<file path="src/rtl/cp0_exc_ctrl_if.sv">
// ---------------------------------------------------------------------------
// cp0_exc_ctrl_if
//   Pipeline <-> CP0 exception controller bus.
//   master : pipeline side (drives irq/requests/mtc0, receives acks/redirect)
//   slave  : cp0_exc_ctrl side
//   irq is sized for the maximum of 8 lines; the controller uses the low NIRQ.
// ---------------------------------------------------------------------------
interface cp0_exc_ctrl_if;
  logic [7:0]  irq;
  logic        stall;
  logic        exc_req;
  logic [4:0]  exc_code;
  logic [31:0] cur_pc;
  logic        cur_bd;
  logic        eret;
  logic        mtc0;
  logic [4:0]  cp0_addr;
  logic [31:0] cp0_wdata;
  logic [31:0] cp0_rdata;
  logic        exc_ack;
  logic        int_ack;
  logic        flush;
  logic [1:0]  npc_sel;
  logic [31:0] npc;
  logic [31:0] status;
  logic [31:0] cause;
  logic [31:0] epc;

  modport master (
    output irq, stall, exc_req, exc_code, cur_pc, cur_bd, eret,
           mtc0, cp0_addr, cp0_wdata,
    input  cp0_rdata, exc_ack, int_ack, flush, npc_sel, npc,
           status, cause, epc
  );

  modport slave (
    input  irq, stall, exc_req, exc_code, cur_pc, cur_bd, eret,
           mtc0, cp0_addr, cp0_wdata,
    output cp0_rdata, exc_ack, int_ack, flush, npc_sel, npc,
           status, cause, epc
  );
endinterface

</file>
<file path="src/rtl/cp0_exc_ctrl.sv">
// ---------------------------------------------------------------------------
// cp0_exc_ctrl
//   Sequential CP0 exception/interrupt controller for the 5-stage MIPS
//   pipeline. Holds Status/Cause/EPC, synchronises the interrupt lines
//   (per-line level or rising-edge latched), arbitrates a pipeline exception
//   against pending interrupts and sequences the one-cycle flush/redirect
//   for exception entry and ERET.
// Ports
//   clk    : clock, all state on the rising edge
//   rst_n  : asynchronous active-low reset
//   bus    : cp0_exc_ctrl_if.slave -- irq/stall/exc_req/exc_code/cur_pc/
//            cur_bd/eret/mtc0/cp0_addr/cp0_wdata in; cp0_rdata/exc_ack/
//            int_ack/flush/npc_sel/npc/status/cause/epc out
// ---------------------------------------------------------------------------
module cp0_exc_ctrl #(
  parameter int          NIRQ      = 8,
  parameter logic [7:0]  EDGE_MASK = 8'h00,
  parameter logic [31:0] VEC_ADDR  = 32'h4
) (
  input logic           clk,
  input logic           rst_n,
  cp0_exc_ctrl_if.slave bus
);

  localparam logic [1:0] S_RUN    = 2'b00;
  localparam logic [1:0] S_ENTER  = 2'b01;
  localparam logic [1:0] S_RETURN = 2'b10;

  localparam logic [NIRQ-1:0] EMASK = EDGE_MASK[NIRQ-1:0];

  logic [1:0]      state_q, state_d;
  logic            ie_q, ie_d;
  logic            exl_q, exl_d;
  logic            bd_q, bd_d;
  logic [NIRQ-1:0] im_q, im_d;
  logic [NIRQ-1:0] ip_q, ip_d;
  logic [4:0]      code_q, code_d;
  logic [31:0]     epc_q, epc_d;
  logic [NIRQ-1:0] sync1_q, sync2_q, sync3_q;

  logic            in_run, int_cond;
  logic            take_exc, take_int, take_eret, take_any, wr_en;
  logic [NIRQ-1:0] rise, w1c;
  logic [31:0]     epc_entry;
  logic [31:0]     status_w, cause_w;
  logic            unused_w;

  assign in_run   = (state_q == S_RUN);
  assign int_cond = ie_q & ~exl_q & |(ip_q & im_q);

  // Exception beats interrupt beats ERET; nothing is taken while stalled
  // or while a redirect is in flight.
  assign take_exc  = in_run & ~bus.stall & bus.exc_req;
  assign take_int  = in_run & ~bus.stall & ~bus.exc_req & int_cond;
  assign take_eret = in_run & ~bus.stall & ~bus.exc_req & ~int_cond & bus.eret;
  assign take_any  = take_exc | take_int | take_eret;

  // An mtc0 that coincides with an accepted event belongs to a cancelled
  // instruction, so it is dropped.
  assign wr_en = in_run & bus.mtc0 & ~take_any;

  // sync3 is the previous synchronised value; rise is valid one cycle.
  assign rise = sync2_q & ~sync3_q;
  assign w1c  = (wr_en && bus.cp0_addr == 5'd13) ? (bus.cp0_wdata[8 +: NIRQ] & EMASK) : '0;

  // A delay-slot instruction restarts at its branch (wraps mod 2^32).
  assign epc_entry = bus.cur_bd ? (bus.cur_pc - 32'd4) : bus.cur_pc;

  always_comb begin
    state_d = state_q;
    ie_d    = ie_q;
    exl_d   = exl_q;
    bd_d    = bd_q;
    im_d    = im_q;
    code_d  = code_q;
    epc_d   = epc_q;
    // Edge lines: sticky, cleared by W1C, a same-cycle edge wins.
    // Level lines: follow the synchronised input.
    ip_d    = (EMASK & ((ip_q & ~w1c) | rise)) | (~EMASK & sync2_q);

    if (wr_en) begin
      case (bus.cp0_addr)
        5'd12: begin
          ie_d  = bus.cp0_wdata[0];
          exl_d = bus.cp0_wdata[1];
          im_d  = bus.cp0_wdata[8 +: NIRQ];
        end
        5'd14:   epc_d = bus.cp0_wdata;
        default: ;
      endcase
    end

    if (take_exc || take_int) begin
      exl_d   = 1'b1;
      code_d  = take_exc ? bus.exc_code : 5'd0;
      // Nested entry keeps the original return point.
      if (!exl_q) begin
        epc_d = epc_entry;
        bd_d  = bus.cur_bd;
      end
      state_d = S_ENTER;
    end else if (take_eret) begin
      exl_d   = 1'b0;
      state_d = S_RETURN;
    end else if (!in_run) begin
      state_d = S_RUN;
    end
  end

  always_ff @(posedge clk or negedge rst_n) begin
    if (!rst_n) begin
      state_q <= S_RUN;
      ie_q    <= 1'b0;
      exl_q   <= 1'b0;
      bd_q    <= 1'b0;
      im_q    <= '0;
      ip_q    <= '0;
      code_q  <= 5'd0;
      epc_q   <= 32'd0;
      sync1_q <= '0;
      sync2_q <= '0;
      sync3_q <= '0;
    end else begin
      state_q <= state_d;
      ie_q    <= ie_d;
      exl_q   <= exl_d;
      bd_q    <= bd_d;
      im_q    <= im_d;
      ip_q    <= ip_d;
      code_q  <= code_d;
      epc_q   <= epc_d;
      sync1_q <= bus.irq[NIRQ-1:0];
      sync2_q <= sync1_q;
      sync3_q <= sync2_q;
    end
  end

  always_comb begin
    status_w              = '0;
    status_w[0]           = ie_q;
    status_w[1]           = exl_q;
    status_w[8 +: NIRQ]   = im_q;
    cause_w               = '0;
    cause_w[31]           = bd_q;
    cause_w[8 +: NIRQ]    = ip_q;
    cause_w[6:2]          = code_q;
  end

  always_comb begin
    case (bus.cp0_addr)
      5'd12:   bus.cp0_rdata = status_w;
      5'd13:   bus.cp0_rdata = cause_w;
      5'd14:   bus.cp0_rdata = epc_q;
      default: bus.cp0_rdata = 32'd0;
    endcase
  end

  assign bus.exc_ack = take_exc;
  assign bus.int_ack = take_int;
  assign bus.flush   = (state_q == S_ENTER) || (state_q == S_RETURN);
  assign bus.npc_sel = (state_q == S_ENTER)  ? 2'b01 :
                       (state_q == S_RETURN) ? 2'b10 : 2'b00;
  assign bus.npc     = (state_q == S_ENTER)  ? VEC_ADDR :
                       (state_q == S_RETURN) ? epc_q : 32'd0;
  assign bus.status  = status_w;
  assign bus.cause   = cause_w;
  assign bus.epc     = epc_q;

  // Bits of the shared bus that this configuration does not decode.
  assign unused_w = ^{bus.cp0_wdata, bus.irq};

endmodule

</file>
<file path="src/flat_wrapper.sv">
// flat-port wrapper written by rule: the top's interface ports become plain ports
module cp0_exc_ctrl_flat 
#(
  parameter int          NIRQ      = 8,
  parameter logic [7:0]  EDGE_MASK = 8'h00,
  parameter logic [31:0] VEC_ADDR  = 32'h4
)
  (clk, rst_n, bus_irq, bus_stall, bus_exc_req, bus_exc_code, bus_cur_pc, bus_cur_bd, bus_eret, bus_mtc0, bus_cp0_addr, bus_cp0_wdata, bus_cp0_rdata, bus_exc_ack, bus_int_ack, bus_flush, bus_npc_sel, bus_npc, bus_status, bus_cause, bus_epc);
  cp0_exc_ctrl_if bus_i ();
  input logic clk;
  input logic rst_n;
  input wire logic [$bits(bus_i.irq)-1:0] bus_irq;
  input wire logic [$bits(bus_i.stall)-1:0] bus_stall;
  input wire logic [$bits(bus_i.exc_req)-1:0] bus_exc_req;
  input wire logic [$bits(bus_i.exc_code)-1:0] bus_exc_code;
  input wire logic [$bits(bus_i.cur_pc)-1:0] bus_cur_pc;
  input wire logic [$bits(bus_i.cur_bd)-1:0] bus_cur_bd;
  input wire logic [$bits(bus_i.eret)-1:0] bus_eret;
  input wire logic [$bits(bus_i.mtc0)-1:0] bus_mtc0;
  input wire logic [$bits(bus_i.cp0_addr)-1:0] bus_cp0_addr;
  input wire logic [$bits(bus_i.cp0_wdata)-1:0] bus_cp0_wdata;
  output wire logic [$bits(bus_i.cp0_rdata)-1:0] bus_cp0_rdata;
  output wire logic [$bits(bus_i.exc_ack)-1:0] bus_exc_ack;
  output wire logic [$bits(bus_i.int_ack)-1:0] bus_int_ack;
  output wire logic [$bits(bus_i.flush)-1:0] bus_flush;
  output wire logic [$bits(bus_i.npc_sel)-1:0] bus_npc_sel;
  output wire logic [$bits(bus_i.npc)-1:0] bus_npc;
  output wire logic [$bits(bus_i.status)-1:0] bus_status;
  output wire logic [$bits(bus_i.cause)-1:0] bus_cause;
  output wire logic [$bits(bus_i.epc)-1:0] bus_epc;
  assign bus_i.irq = bus_irq;
  assign bus_i.stall = bus_stall;
  assign bus_i.exc_req = bus_exc_req;
  assign bus_i.exc_code = bus_exc_code;
  assign bus_i.cur_pc = bus_cur_pc;
  assign bus_i.cur_bd = bus_cur_bd;
  assign bus_i.eret = bus_eret;
  assign bus_i.mtc0 = bus_mtc0;
  assign bus_i.cp0_addr = bus_cp0_addr;
  assign bus_i.cp0_wdata = bus_cp0_wdata;
  assign bus_cp0_rdata = bus_i.cp0_rdata;
  assign bus_exc_ack = bus_i.exc_ack;
  assign bus_int_ack = bus_i.int_ack;
  assign bus_flush = bus_i.flush;
  assign bus_npc_sel = bus_i.npc_sel;
  assign bus_npc = bus_i.npc;
  assign bus_status = bus_i.status;
  assign bus_cause = bus_i.cause;
  assign bus_epc = bus_i.epc;
  cp0_exc_ctrl #(.NIRQ(NIRQ), .EDGE_MASK(EDGE_MASK), .VEC_ADDR(VEC_ADDR)) u_core (.clk(clk), .rst_n(rst_n), .bus(bus_i));
endmodule
</file>
<file path="config.mk">
export PLATFORM = sky130hd
export DESIGN_NAME = cp0_exc_ctrl_flat
export DESIGN_NICKNAME = d
export VERILOG_FILES = /design/src/rtl/cp0_exc_ctrl_if.sv /design/src/rtl/cp0_exc_ctrl.sv /design/src/flat_wrapper.sv
export SDC_FILE = /design/constraint.sdc
export NUM_CORES = 1
export LEC_CHECK = 0
export CAP_MARGIN = 10
export CELL_PAD_IN_SITES_DETAIL_PLACEMENT = 1
export CELL_PAD_IN_SITES_GLOBAL_PLACEMENT = 2
export CORE_MARGIN = 3
export CORE_UTILIZATION = 22
export DETAILED_ROUTE_END_ITERATION = 10
export MAX_ROUTING_LAYER = met4
export PLACE_DENSITY_LB_ADDON = 0.25
export SETUP_SLACK_MARGIN = 0.05
export SYNTH_ARGS = -nofsm -noshare
export SYNTH_HDL_FRONTEND = slang
export SYNTH_SLANG_ARGS = --single-unit
</file>
<file path="constraint.sdc">
create_clock -name clk -period 2.45 [get_ports clk]
set_input_delay 0.6125 -clock clk [delete_from_list [all_inputs] [get_ports clk]]
set_output_delay 0.6125 -clock clk [all_outputs]
set_load 0.02 [all_outputs]
</file>
**After elaboration in Yosys (flattened, before gate mapping)**

Cells that the tools add are included.

- Register bits after elaboration: 74
- Input bits: 89

- Add/sub/neg operators: 1
- Eq/ne operators: 6
- Mux-type cells: 18
- Bitwise gates (word level): 18
- Reductions and logical operators: 9

Operator list:

| operator | number |
|---|---|
| $mux W32 | 7 |
| $pmux W32 S3 | 1 |
| $sub A32 B3 Y32 const B | 1 |
| $eq A5 B4 Y1 const B | 3 |
| $and A1 B1 Y1 | 10 |
| $mux W2 | 5 |
| $and A8 B8 Y8 | 1 |
| $reduce_or A8 Y1 | 1 |
| $reduce_and A2 Y1 | 3 |
| $reduce_bool A3 Y1 | 2 |
| $mux W5 | 1 |
| $not A1 Y1 | 5 |
| $mux W1 | 4 |
| $ne A3 B3 Y1 const B | 1 |
| $eq A2 B1 Y1 const B | 1 |
| $eq A2 B2 Y1 const B | 1 |
| $logic_not A2 Y1 | 1 |
| $logic_or A1 B1 Y1 | 2 |
| $or A1 B1 Y1 | 2 |

**Depth between registers and ports, before layout**

Gate-level depths: netlist of the first run.

- Depth in word-level cells: 12
- Mapped depth: 9
- Mapped depth without buffers: 7

**Worst setup path before layout of the first run**

Ideal clock, no wire load.

- Path type: input to register
- Start point: input port bus_cp0_addr[4]
- End point: register u_core.ie_q
- Setup time: 0.125 ns
- Arrival: 2.322 ns
- Required time: 2.325 ns
- Slack: 0.003 ns
- Stages on the path: 5
- Cells stage by stage: nand3b_1 -> or2_2 -> or3b_2 -> nor4_4 -> mux2_2

- Cells in the longest elaborated chain, start to end: 2

Ends and longest elaborated chain:

| element | line | text |
|---|---|---|
| start: declaration | flat_wrapper.sv:20 | `input wire logic [$bits(bus_i.cp0_addr)-1:0] bus_cp0_addr;` |
| $eq A5 B4 Y1 | cp0_exc_ctrl.sv:82 | `case (bus.cp0_addr)` |
| $reduce_and A2 Y1 (no line) | - |  |
| end signal: assignment | cp0_exc_ctrl.sv:125 | `ie_q <= ie_d;` |
| end: declaration | cp0_exc_ctrl.sv:32 | `logic ie_q, ie_d;` |

Every way passes these cells.
A chain may end at the register's enable or synchronous reset.

**Worst setup path after layout of the first run**

- Start point: input port bus_cp0_addr[4]
- End point: output port bus_cp0_rdata[13]

- Cells in the longest elaborated chain, start to end: 2
- Elaborated cells between the ends (all ways): 4
- Classes of those cells: eq/ne: 3; mux: 1

Ends and longest elaborated chain:

| element | line | text |
|---|---|---|
| $eq A5 B4 Y1 (on tied branches) | - |  |
| $pmux W32 S3 (*) | cp0_exc_ctrl.sv:150 | `case (bus.cp0_addr)` |
| end: declaration | flat_wrapper.sv:22 | `output wire logic [$bits(bus_i.cp0_rdata)-1:0] bus_cp0_rdata;` |

Mark *: on every way between the ends. The rest lies on a longest branch, timed or not.

==> metrics.cfg, run 1 <==
[status]
status=finished, violations left
violations=setup timing

[synth]
synth.avg_cell_area_um2=10.1
ys_warn_count=0
synth-edff-count=0
synthFlopType=dfrtp_1
synth_cells=438
synth_area_um2=4430
synth_seq_cells=74
synth.distinct_cells=48
yosysSeqAreaShare_pct=41.8
synthArstFlopShare_pct=100

[worst_setup_path]
path_common_cell=buf_6
cp_max_fo=8
slowest_stage=nor3b_4
rr_worst_depth=11
cp-end-kind=primary output
critical_path_class=in2out
rr_endpoint=u_core.bus.epc[19]$_DFF_PN0_
path_cells=buf_6, nand3b_1, buf_6, nor3b_4, buf_6, nand2_2, o21ai_2, buf_6
endpoint=bus_cp0_rdata[13]
max_stage_delay_ns=0.27
r2r_start=u_core.state_q[0]$_DFFE_PN0P_
cp.arrival_ns=1.87
cp-start-kind=input pin
crit_path_start=bus_cp0_addr[4]
reg2reg_slack_ns=0.09
required_ns=1.84

[placement]
pre_cts_ws_ns=-0.723
dp_cells=970
place.gp.congestion=0.785
place_hpwl_um=13200
placed_area_um2=7360
portBuffers=213

[drt]
vias=4431
wire_per_inst_um=19.3
avgViaCountPerCell=4.34
wl_um=19700
drtIter0Drc=192
drcViolationCount=0
dr.pass1.iters=7
ant_nets=0

[cts]
clockRootBuffer=clkbuf_16
htree_levels=3
cts_tree=done
holdBufCountCts=0
worstSkewPairLatency_ns=0.34
clk_pin_slew_ns=0.06
cts_buffers=9
cts_max_path_buffers=2
clock_sinks=74

[layout]
layout.nets=844
fillers=2230
final-seq-area_um2=1850
final_cells=1022
final_area_um2=8470
syn2layout_area_growth_pct=91.0
final_util_pct=43.1
layout-drive-gt1-share_pct=39.2
multi_input_area_um2=2730

[global_route]
grt_pass1_wl_um=28000
grt_usage_pct=17.2
grt_max_degree=75
grt_overflow=0
antenna_found_initial=1
grt_pass1_vias=4750

[floorplanning]
io_pins=254
chipWidth_um=148
rows=51
dieArea_um2=21900
core_area_um2=19700
die_h_um=148
start_util_pct=22.6

[power]
switching_share_pct=38.3
p_seq_share_pct=28.8
worst_ir_drop_vdd_v=0.000316
power.density_nw_per_um2=840
power.leakage_nw=3.81
clockPowerShare_pct=20.6
internal_power_mw=4.38
power.net_switching_mw=2.73
p_comb_share_pct=50.6

[min_path]
hold_class=in2async

[timing]
max_freq_mhz=403
finalHoldViolations=0
rsz0062_at_grt=true
finalCritPeriodShare_pct=101
worst_slack_ns=-0.0312
setup_viol=12
drv_slew=0
skew_ns=0.00727
period_needed_ns=2.48

[run]
maxCapViolCount=0

power groups by stage:
stage                     clock network [mW]  registers, mW  logic [mW]
after floorplan                            0           2.37        1.09
after global placement                     0           2.01        3.10
after detailed placement                   0           2.03        3.15
after CTS                               1.51           2.02        3.37
after global routing                    1.57           2.12        3.82
final                                   1.46           2.05        3.60
worst max-delay path, delay by kind of cell:
family                 cells  cell delay, ns
buffers and inverters      4            0.63
and+or+nand+nor            3            0.55
AOI/OAI and AO/OA          1            0.07
flip-flops by register name, summed over array words and instances, names as in the netlist:
register and cells:
u_core.exl_q 1, u_core.code_q 5, u_core.im_q 8, u_core.bd_q 1, u_core.bus.epc 32, u_core.sync1_q 8, u_core.state_q 2, u_core.ip_d 8
u_core.ip_q 8, u_core.ie_q 1
layout make-up:
cell class / instances / area share, %
antenna: 2 / 0.0591
clock inverter: 6 / 1.06
timing repair buffer: 323 / 37.9
multi-input combinational: 337 / 32.2
tap: 265 / 3.92
inverter: 5 / 0.222
sequential: 74 / 21.9
clock buffer: 10 / 2.70
placed cells by master (no fill, tap or decap), types with 6 or more instances in the layout:
cell,instances
a21oi_1,12
buf_12,14
xnor2_1,22
nor3_1,9
mux2i_1,57
clkdlybuf4s50_1,126
dfrtp_1,74
buf_2,16
dlygate4sd2_1,6
and2_1,22
nand2_1,13
a22o_1,6
buf_4,86
buf_6,57
nor2_1,23
o21ai_0,8
mux2_4,9
conb_1,40
o21ai_2,6
and2_4,27
clkbuf_16,13
cell usage after synthesis (2+ instances only):
cell	number	area [um^2]
dfrtp_1	74	1850
mux2i_1	60	601
and2_1	49	307
buf_4	43	323
nor2_1	25	93.8
xnor2_1	22	193
nand2_1	21	78.8
o21ai_0	17	85.1
a21oi_1	14	70.1
clkbuf_1	13	48.8
mux2_2	10	113
nor3_1	10	50.1
a22oi_1	7	52.6
nor4_1	7	43.8
a22o_1	6	52.6
ha_1	5	62.6
or3_1	5	31.3
buf_2	4	20.0
inv_1	4	15.0
nor2b_1	3	18.8
or4_1	3	22.5
or4_4	3	33.8
xor2_1	3	26.3
buf_1	2	7.51
nand2b_1	2	12.5
nand3_1	2	10.0
nand3b_1	2	15.0
nor3b_1	2	15.0
kinds of logic (layout without fill, tap and decap cells):
logic type | Yosys count | after routing | synth area share (%)
xor gates and xnor gates | 25 | 25 | 4.94
AOI/OAI and AO/OA | 52 | 52 | 7.40
other | 1 | 42 | 0.0846
muxes | 70 | 70 | 16.1
and+or+nand+nor | 144 | 145 | 18.9
adders and majority gates | 5 | 5 | 1.41
DFF | 74 | 74 | 41.8
buffers and inverters | 67 | 344 | 9.43
worst min-delay path by stage:
stage	startpoint	endpoint	slack, ns	cells after the start
6_report	rst_n	u_core.im_q[1]$_DFFE_PN0P_	0.29	2
5_1_grt	rst_n	u_core.ip_q[1]$_DFF_PN0_	0.32	2
4_1_cts	rst_n	u_core.ip_q[1]$_DFF_PN0_	0.30	2
3_5_place_dp	u_core.ip_d[5]$_DFF_PN0_	u_core.ip_q[5]$_DFF_PN0_	0.34	0
3_3_place_gp	u_core.ip_d[2]$_DFF_PN0_	u_core.ip_q[2]$_DFF_PN0_	0.33	0
2_1_floorplan	rst_n	u_core.bd_q$_DFFE_PN0P_	0.32	0
per-stage QoR:
| step | hold slack (ns) | power [mW] | setup TNS [ns] |
|---|---|---|---|
| floorplan | 0.317 | 3.46 | 0 |
| global placement | 0.332 | 5.11 | -31.81 |
| detailed placement | 0.336 | 5.18 | -34.64 |
| CTS | 0.296 | 6.90 | -0.324 |
| global route | 0.315 | 7.51 | -1.24 |
| finish | 0.289 | 7.11 | -0.151 |
routing by layer:
metal,vias up,GRT usage [%],share of wire [%]
met5,-,-,0
met4,0,3.79,1.1
met3,13,3.13,4.5
met2,164,29.2,50
met1,2189,21.4,44
li1,2065,-,-
timing repair:
action                                 4_1_cts  5_1_grt
resized for setup                          379      152
gates cloned                                 5        5
endpoints found under the hold margin        0        0
pin swaps                                   30       24
setup buffers                               21        7
setup endpoints to repair                   87      107
(Power assumes the default switching activity.)
==> run 2: changes to the inputs <==
--- a/config.mk
+++ b/config.mk
@@ -13,6 +13,7 @@
 export DETAILED_ROUTE_END_ITERATION = 10
 export MAX_ROUTING_LAYER = met4
 export PLACE_DENSITY_LB_ADDON = 0.25
+export REMOVE_ABC_BUFFERS = 1
 export SETUP_SLACK_MARGIN = 0.05
 export SYNTH_ARGS = -nofsm -noshare
 export SYNTH_HDL_FRONTEND = slang
==> run 2 against run 1 <==
Effect of this change:
- the flow now finishes without violations
- highest routed layer unchanged
- combinational power down 1%
- routed wire length fell by 5.0%
- global-route usage down 0.70 points
- non-clock buffer count shrank 1
- maximum frequency up 3.6%
- count of clock-buffer cells in the layout did not move
- first-iteration DRC count shrank 39%
- hold slack got worse by 0.074 ns
- clock skew hardly changed
- cell area down 2.1%
- power is 0.83% lower
- die area is the same
==> metrics.cfg, run 2 (same netlist as run 1, synthesis figures left out) <==
[floorplanning]
core_area_um2=19700
chipWidth_um=148
io_pins=254
die_h_um=148
rows=51
dieArea_um2=21900
start_util_pct=22.6

[worst_setup_path]
max_stage_delay_ns=0.40
slowest_stage=dfrtp_1
path_cells=inv_1, ha_4, buf_6, and2_4, or3b_4, nor4_4, buf_4, clkbuf_16, mux2_2
required_ns=2.67
cp_max_fo=4
critical_path_class=reg2reg
cp-end-kind=flop
cp.arrival_ns=2.61
cp-start-kind=flop
rr_worst_depth=9

[cts]
cts_max_path_buffers=2
clock_sinks=74
clk_pin_slew_ns=0.06
cts_buffers=9
holdBufCountCts=0
cts_tree=done
clockRootBuffer=clkbuf_16
worstSkewPairLatency_ns=0.34
htree_levels=3

[drt]
wl_um=18700
vias=4404
avgViaCountPerCell=4.32
drcViolationCount=0
ant_nets=0
dr.pass1.iters=4
drtIter0Drc=117
wire_per_inst_um=18.4

[global_route]
grt_usage_pct=16.5
grt_max_degree=49
antenna_found_initial=1
grt_overflow=0
grt_pass1_wl_um=27300
grt_pass1_vias=4804

[timing]
finalHoldViolations=0
rsz0062_at_grt=true
finalCritPeriodShare_pct=97.7
drv_slew=0
skew_ns=0.00718
setup_viol=0
max_freq_mhz=418
fin_setup_tns_ns=0
period_needed_ns=2.39

[power]
power.density_nw_per_um2=851
worst_ir_drop_vdd_v=0.000340
power.leakage_nw=3.76

[placement]
dp_cells=981
place_hpwl_um=13700
portBuffers=213
place.gp.congestion=0.769
placed_area_um2=7410

[layout]
final_common_cell=clkdlybuf4s50_1
layout-drive-gt1-share_pct=39.0
layout.nets=842
final_cells=1019
final_area_um2=8280
fillers=2215
final_cell_mix=clkdlybuf4s50_1 (126), buf_4 (92), dfrtp_1 (74)
largest_reg_flops=32
syn2layout_area_growth_pct=86.9

[run]
maxCapViolCount=0

[min_path]
hold_class=in2async

[status]
status=complete, no violations

==> run 2: changes by cell type in the layout (fill, tap and decap cells not counted), moves of 3 or more <==
cell    before  now
buf_6       57   43
buf_2       16   24
buf_12      14    9
buf_4       86   92
mux2_4       9    3
mux2_2       1    7
and2_4      27   31
nor4_2       1    4
and2_1      22   18
==> run 2: final cells by class <==
cell class / count / area [um^2] / area share [%]
timing repair buffer: 322 / 3080 / 37.2
multi-input combinational: 336 / 2680 / 32.4
sequential: 74 / 1850 / 22.4
tap: 265 / 332 / 4.00
clock buffer: 10 / 229 / 2.76
clock inverter: 6 / 90.1 / 1.09
inverter: 5 / 18.8 / 0.227
antenna: 1 / 2.50 / 0.0302
==> run 2: through the flow <==
step / hold WS (ns) / util, % / power, mW / setup slack (ns)
CTS: 0.219 / 39.0 / 6.72 / 0.0461
finish: 0.215 / 42.2 / 7.05 / 0.0553
global route: 0.231 / 42.2 / 7.47 / -0.0216
floorplan: 0.317 / - / 3.37 / -2.75
detailed placement: 0.337 / 37.7 / 5.20 / -0.707
global placement: 0.331 / 37.7 / 5.12 / -0.655
==> run 2: critical path, delay by kind of cell (launching register included) <==
kind | cells | cell delay [ns]
multiplexers | 1 | 0.32
buffers and inverters | 4 | 0.60
flip-flops | 1 | 0.40
adder cells (fa/ha/maj) | 1 | 0.17
AND/OR/NAND/NOR | 3 | 0.79
==> run 2: final timing paths <==
check / slack, ns / from / endpoint
max: 0.06 / u_core.state_q[1]$_DFFE_PN0P_ / u_core.im_q[7]$_DFFE_PN0P_
min reg2reg: 0.35 / u_core.sync1_q[2]$_DFF_PN0_ / u_core.ip_d[2]$_DFF_PN0_
max in group asynchronous: 1.62 / rst_n / u_core.im_q[1]$_DFFE_PN0P_
max reg2reg: 0.06 / u_core.state_q[1]$_DFFE_PN0P_ / u_core.im_q[7]$_DFFE_PN0P_
min: 0.21 / rst_n / u_core.bus.epc[0]$_DFF_PN0_
min in group clk: 0.35 / u_core.sync1_q[2]$_DFF_PN0_ / u_core.ip_d[2]$_DFF_PN0_
==> run 2: routing by layer <==
layer	wire [um]	part of all wire [%]	track usage (%)	up-vias
li1	-	-	-	2061
met1	7840	42	19.6	2164
met2	9650	51	28.7	160
met3	991	5.3	3.37	19
met4	252	1.3	3.93	0
met5	0	0	-	-
==> run 2: power by group <==
group	internal (mW)	total [mW]	switching, mW
logic	1.86	3.55	1.69
registers	1.62	2.04	0.421
clock network	0.897	1.45	0.557
==> run 2: repair_timing <==
item / 4_1_cts / 5_1_grt
setup buffers: 3 / 14
resized for setup: 304 / 178
endpoints found under the setup margin: 92 / 103
gates cloned: 1 / 3
pin swaps: 8 / 14
